### src/rtl/counter_timer_rtl.sv
// Parametrised down-counting timer: load/run/stop with one-shot or periodic reload.
// Optional prescaler enabled by defining COUNTER_TIMER_PRESCALE_EN.
module counter_timer_rtl #(
    parameter int unsigned WIDTH    = 8,
    parameter int unsigned PRESCALE = 4
) (
    input  logic             clk,
    input  logic             rst,
    input  logic             load,
    input  logic [WIDTH-1:0] in,
    input  logic             periodic,
    input  logic             en,
    input  logic             stop,
    output logic [WIDTH-1:0] count,
    output logic             done,
    output logic             expire,
    output logic             busy
);

    if (WIDTH < 2 || WIDTH > 32 || PRESCALE < 2 || PRESCALE > 256) begin : g_bad_param
        $error("counter_timer_rtl: WIDTH or PRESCALE out of range");
    end

    typedef enum logic {
        IDLE = 1'b0,
        RUN  = 1'b1
    } state_t;

    localparam logic [WIDTH-1:0] ONE = {{(WIDTH-1){1'b0}}, 1'b1};

    state_t           r_state;
    state_t           w_next_state;
    logic [WIDTH-1:0] r_count;
    logic [WIDTH-1:0] w_next_count;
    logic [WIDTH-1:0] r_reload;
    logic             r_mode;
    logic             r_expire;
    logic             w_next_expire;
    logic             w_step;

`ifdef COUNTER_TIMER_PRESCALE_EN
    localparam int unsigned    PW      = $clog2(PRESCALE);
    localparam logic [PW-1:0]  PRE_MAX = PW'(PRESCALE - 1);

    logic [PW-1:0] r_pre;

    assign w_step = (r_state == RUN) && en && (r_pre == PRE_MAX);

    // Cleared on any path back to IDLE so every run starts a full prescale period.
    always_ff @(posedge clk) begin
        if (rst || load || stop || (w_next_state == IDLE)) begin
            r_pre <= '0;
        end else if ((r_state == RUN) && en) begin
            r_pre <= (r_pre == PRE_MAX) ? '0 : r_pre + 1'b1;
        end
    end
`else
    assign w_step = (r_state == RUN) && en;
`endif

    always_ff @(posedge clk) begin
        if (rst) begin
            r_state  <= IDLE;
            r_count  <= '0;
            r_reload <= '0;
            r_mode   <= 1'b0;
            r_expire <= 1'b0;
        end else begin
            r_state  <= w_next_state;
            r_count  <= w_next_count;
            r_expire <= w_next_expire;
            if (load) begin
                r_reload <= in;
                r_mode   <= periodic;
            end
        end
    end

    always_comb begin
        w_next_state  = r_state;
        w_next_count  = r_count;
        w_next_expire = 1'b0;
        if (load) begin
            w_next_count = in;
            w_next_state = (in != '0) ? RUN : IDLE;
        end else if (stop) begin
            w_next_count = '0;
            w_next_state = IDLE;
        end else if (w_step) begin
            if (r_count == ONE) begin
                w_next_expire = 1'b1;
                if (r_mode) begin
                    w_next_count = r_reload;
                end else begin
                    w_next_count = '0;
                    w_next_state = IDLE;
                end
            end else begin
                w_next_count = r_count - ONE;
            end
        end
    end

    always_comb begin
        count  = r_count;
        done   = (r_count == '0);
        expire = r_expire;
        busy   = (r_state == RUN);
    end

endmodule
### config.mk
export PLATFORM = sky130hd
export DESIGN_NAME = counter_timer_rtl
export DESIGN_NICKNAME = d
export VERILOG_FILES = /design/src/rtl/counter_timer_rtl.sv
export SDC_FILE = /design/constraint.sdc
export NUM_CORES = 1
export LEC_CHECK = 0
export ABC_CLOCK_PERIOD_IN_PS = 2800
export CAP_MARGIN = 20
export CELL_PAD_IN_SITES_DETAIL_PLACEMENT = 1
export CELL_PAD_IN_SITES_GLOBAL_PLACEMENT = 1
export CORE_MARGIN = 2
export CORE_UTILIZATION = 45
export DETAILED_ROUTE_END_ITERATION = 7
export DONT_BUFFER_PORTS = 1
export MAX_ROUTING_LAYER = met4
export PLACE_DENSITY_LB_ADDON = 0.1
export SLEW_MARGIN = 20
export SYNTH_ARGS = -nofsm -noshare
export SYNTH_HDL_FRONTEND = slang
export SYNTH_SLANG_ARGS = --single-unit
### constraint.sdc
create_clock -name clk -period 2.8 [get_ports clk]
set_input_delay 0.56 -clock clk [delete_from_list [all_inputs] [get_ports clk]]
set_output_delay 0.56 -clock clk [all_outputs]
set_load 0.02 [all_outputs]
**Yosys cells after proc, flatten, opt, wreduce, memory -nomap -nowiden**

Cells that the tools add are included.

- Output and inout bits: 11
- Word-level logic and storage cells: 28
- Input port bits: 14
- Register bits after elaboration: 19

- Multiplexer cells: 12
- $add $sub $neg: 1
- Bitwise gates (word level): 1
- Reductions and logical operators: 7
- Eq/ne operators: 2

Operator list:

| cell | count |
|---|---|
| 2-to-1 mux 8 bit | 5 |
| == test 8 x 1 -> 1 bit (second input constant) | 1 |
| logical NOT 8 bit | 1 |
| nonzero test 8 bit | 1 |
| subtractor 8 x 1 -> 8 bit (second input constant) | 1 |
| 2-to-1 mux 1 bit | 7 |
| nonzero test 3 bit | 2 |
| OR reduction 4 bit | 1 |
| inequality test 3 bit (second input constant) | 1 |
| AND reduction 3 bit | 1 |
| logical AND 1 bit | 1 |
| inverter 1 bit | 1 |

**Longest topological paths before layout**

- Word-level depth: 5
- Depth in mapped cells: 6
- Depth with buffers taken out: 6

**Worst setup path after synthesis**

OpenSTA, ideal clock, no wires.

- Path type: flip-flop to output port
- From: register r_count[7] (netlist: count[7])
- To: output done
- Data required time: 2.240 ns
- Slack: 0.470 ns
- Stages on the path, launching flop included: 3
- Path buffers: 0
- Arrival time: 1.770 ns
- Cells stage by stage: dfxtp_1 -> or4_4 -> nor4b_1

- Word-level cells in the longest chain between the ends: 1

Ends and longest elaborated chain:

| item | RTL line | text |
|---|---|---|
| from (decl) | 33 | `logic [WIDTH-1:0] r_count;` |
| from (signal assigned) | 70 | `r_count <= w_next_count;` |
| logical NOT 8 bit | 106 | `done = (r_count == '0);` |
| to (decl) | 15 | `output logic done,` |

Every way passes these cells.

**Final worst setup path**

Ends and elaborated chain as after synthesis.

==> flow_summary.toml <==
[run_status]
status = "completed"

[drt]
highest_layer = "met4"
wire_per_inst_um = 17.8
drtIter0Drc = 5
wl_met2_mm = 1.33
drt-met1-wl_mm = 1.41
vias_per_cell = 6.13
drt-total-wl_mm = 2.95
post-route-drc-count = 0
antenna_left = 0
dr_wl_met3_um = 184
vias = 1018
first_pass_iters = 4

[global_routing]
first_global_vias = 1019
grt_overflow = 0
grt_max_degree = 19
antenna_found_initial = 0
grt_pass1_wl_mm = 4.90
grt_use_total = 0.249

[timing]
fin_crit_sh = 0.862
max_slew_margin = 0.574
finalHoldViolCount = 0
finClkSkew_ns = 0.0117
report.final.slew_viol_count = 0
rsz0062_at_grt = "false"
worstMarginPinSlew_ns = 0.637
finalSetupViolCount = 0
setup_tns_ns = 0
fmax_mhz = 414
min_period_ns = 2.41
whs_ns = 0.307

[floorplanning]
num_io_pins = 25
start_util = 0.481
fp.dieW_um = 53.1
die_y_um = 53.1
rows = 17
dieArea_um2 = 2820
core-area_um2 = 2250

[cts]
ctsResizeCount = 0
root_buffer = "clkbuf_4"
cts_tree = "yes"
cts_max_level = 1
insertion_delay_ns = 0.30
cts_buffers = 3
hold_buffers = 0
cts_max_path_buffers = 2
clkSinkCount = 19
cts_setup_buffers = 0
clk_pin_slew_worst_paths_ns = 0.12

[final_layout]
final_util = 0.501
final_cell_mix = "nand2_1 (26), dfxtp_1 (19), a21oi_1 (14), nor2_1 (9), nand3_1 (7)"
fin_area_um2 = 1130
fill_cells = 298
diodes = 0
regArea_um2 = 380
final_common_cell = "nand2_1"
drive_gt1_frac = 0.101
synthToLayoutAreaGrowth_pct = 4.04
fin_nets = 156
multi_input_area_um2 = 638

[synth]
yosysSeqAreaShare = 0.351
yosysWarningCount = 0
synth.cell_area_um2 = 1080
synth.ff_latch_count = 19
syn_area_per_cell_um2 = 7.86
synthArstFlopShare = 0
synth_enable_flop_cells = 0
netlist_instances = 138
synthFlopType = "dfxtp_1"
synth_cell_types = 37
syn-num-nets = 155

[critical_path]
r2r_cells = 5
crit_required_ns = 2.24
cp_slowest_cell = "or4_4"
worstReg2RegEnd = "count[7]"
max_stage_delay_ns = 0.61
path_buf_inv = 1
r2r_start = "count[0]"
crit_family = "simple AND/OR/NAND/NOR gates"
rrSetupSlack_ns = 0.85
cp_max_fo = 5
endpoint_kind = "primary output"
crit_chain = "or4_4, nor4b_1, buf_4"
crit_arrival_ns = 1.85
cp_num_cells = 3
path_class = "reg2out"
startpoint = "count[7]"
start_kind = "flop"

[min_path]
whs_path_depth = 1
whs_endpoint = "r_reload[1]"
hp-start = "rst"
hold_class = "in2reg"

[flow_run]
max_cap_violations = 0

[power]
vdd_drop_max_v = 0.000282
powerDensity_nw_per_um2 = 537
cellLeakagePower_nw = 0.401
p_total_w = 0.000606

[placed_design]
placed_cell_area_um2 = 1100
dp_hpwl_mm = 2.19
port_buffers = 0
place_congestion = 0.828
-- through the flow --
| stage | instances | worst slack [ns] |
|---|---|---|
| after floorplan | 138 | 0.470 |
| after global placement | 162 | 0.762 |
| after detailed placement | 162 | 0.730 |
| after CTS | 166 | 0.374 |
| after global routing | 166 | 0.306 |
| final | 166 | 0.386 |
-- worst max path at each step --
stage               endpoint  slack (ns)
floorplan               done        0.47
global placement        done        0.76
detailed placement      done        0.73
CTS                     done        0.37
global route            done        0.31
finish                  done        0.39
-- layout make-up --
cell class | count | share of cell area
Clock buffer | 4 | 0.0233
Timing Repair Buffer | 3 | 0.0200
Sequential cell | 19 | 0.337
Multi-Input combinational cell | 105 | 0.565
Inverter | 7 | 0.0233
Tap cell | 28 | 0.0310
-- worst register-to-register path, stage by stage, from the launching register on --
cell and delay [ns]:
dfxtp_1 0.57, ha_1 0.22, nor3b_2 0.54, a311o_1 0.28
and3_1 0.19, a211oi_2 0.05
-- power by group --
part,internal [W],switching [W]
clock,0.0000554,0.0000868
combinational,0.0000593,0.0000744
sequential,0.000288,0.0000413
-- state kept, by name, indices dropped and copies added, names as in the netlist --
| name | flops |
|---|---|
| busy | 1 |
| r_reload | 8 |
| r_mode | 1 |
| count | 8 |
| expire | 1 |
-- synth_stat cells, drive strengths merged (4+ instances only) --
cell     n  share of area
nand2   26          0.090
nor3     5          0.023
nand3    7          0.032
nor2    10          0.037
dfxtp   19           0.35
o21ai    5          0.023
buf      5          0.030
a21oi   14          0.065
inv      6          0.021
a311oi   5          0.046
and3     4          0.023
-- kinds of logic after synthesis --
| group | share of synthesized area |
|---|---|
| adder cells (fa/ha/maj) | 0.0346 |
| AND/OR/NAND/NOR | 0.287 |
| multiplexers | 0.00923 |
| flip-flops | 0.351 |
| XOR/XNOR | 0.0323 |
| buffers and inverters | 0.0611 |
| AO/OA/AOI/OAI | 0.225 |
-- per-layer routing --
| metal | GRT usage | vias to the layer above |
|---|---|---|
| met1 | 0.335 | 485 |
| met5 | - | - |
| met2 | 0.371 | 28 |
| met3 | 0.0565 | 4 |
| li1 | - | 501 |
| met4 | 0.0769 | 0 |
Power figures use the tool's default switching activity.
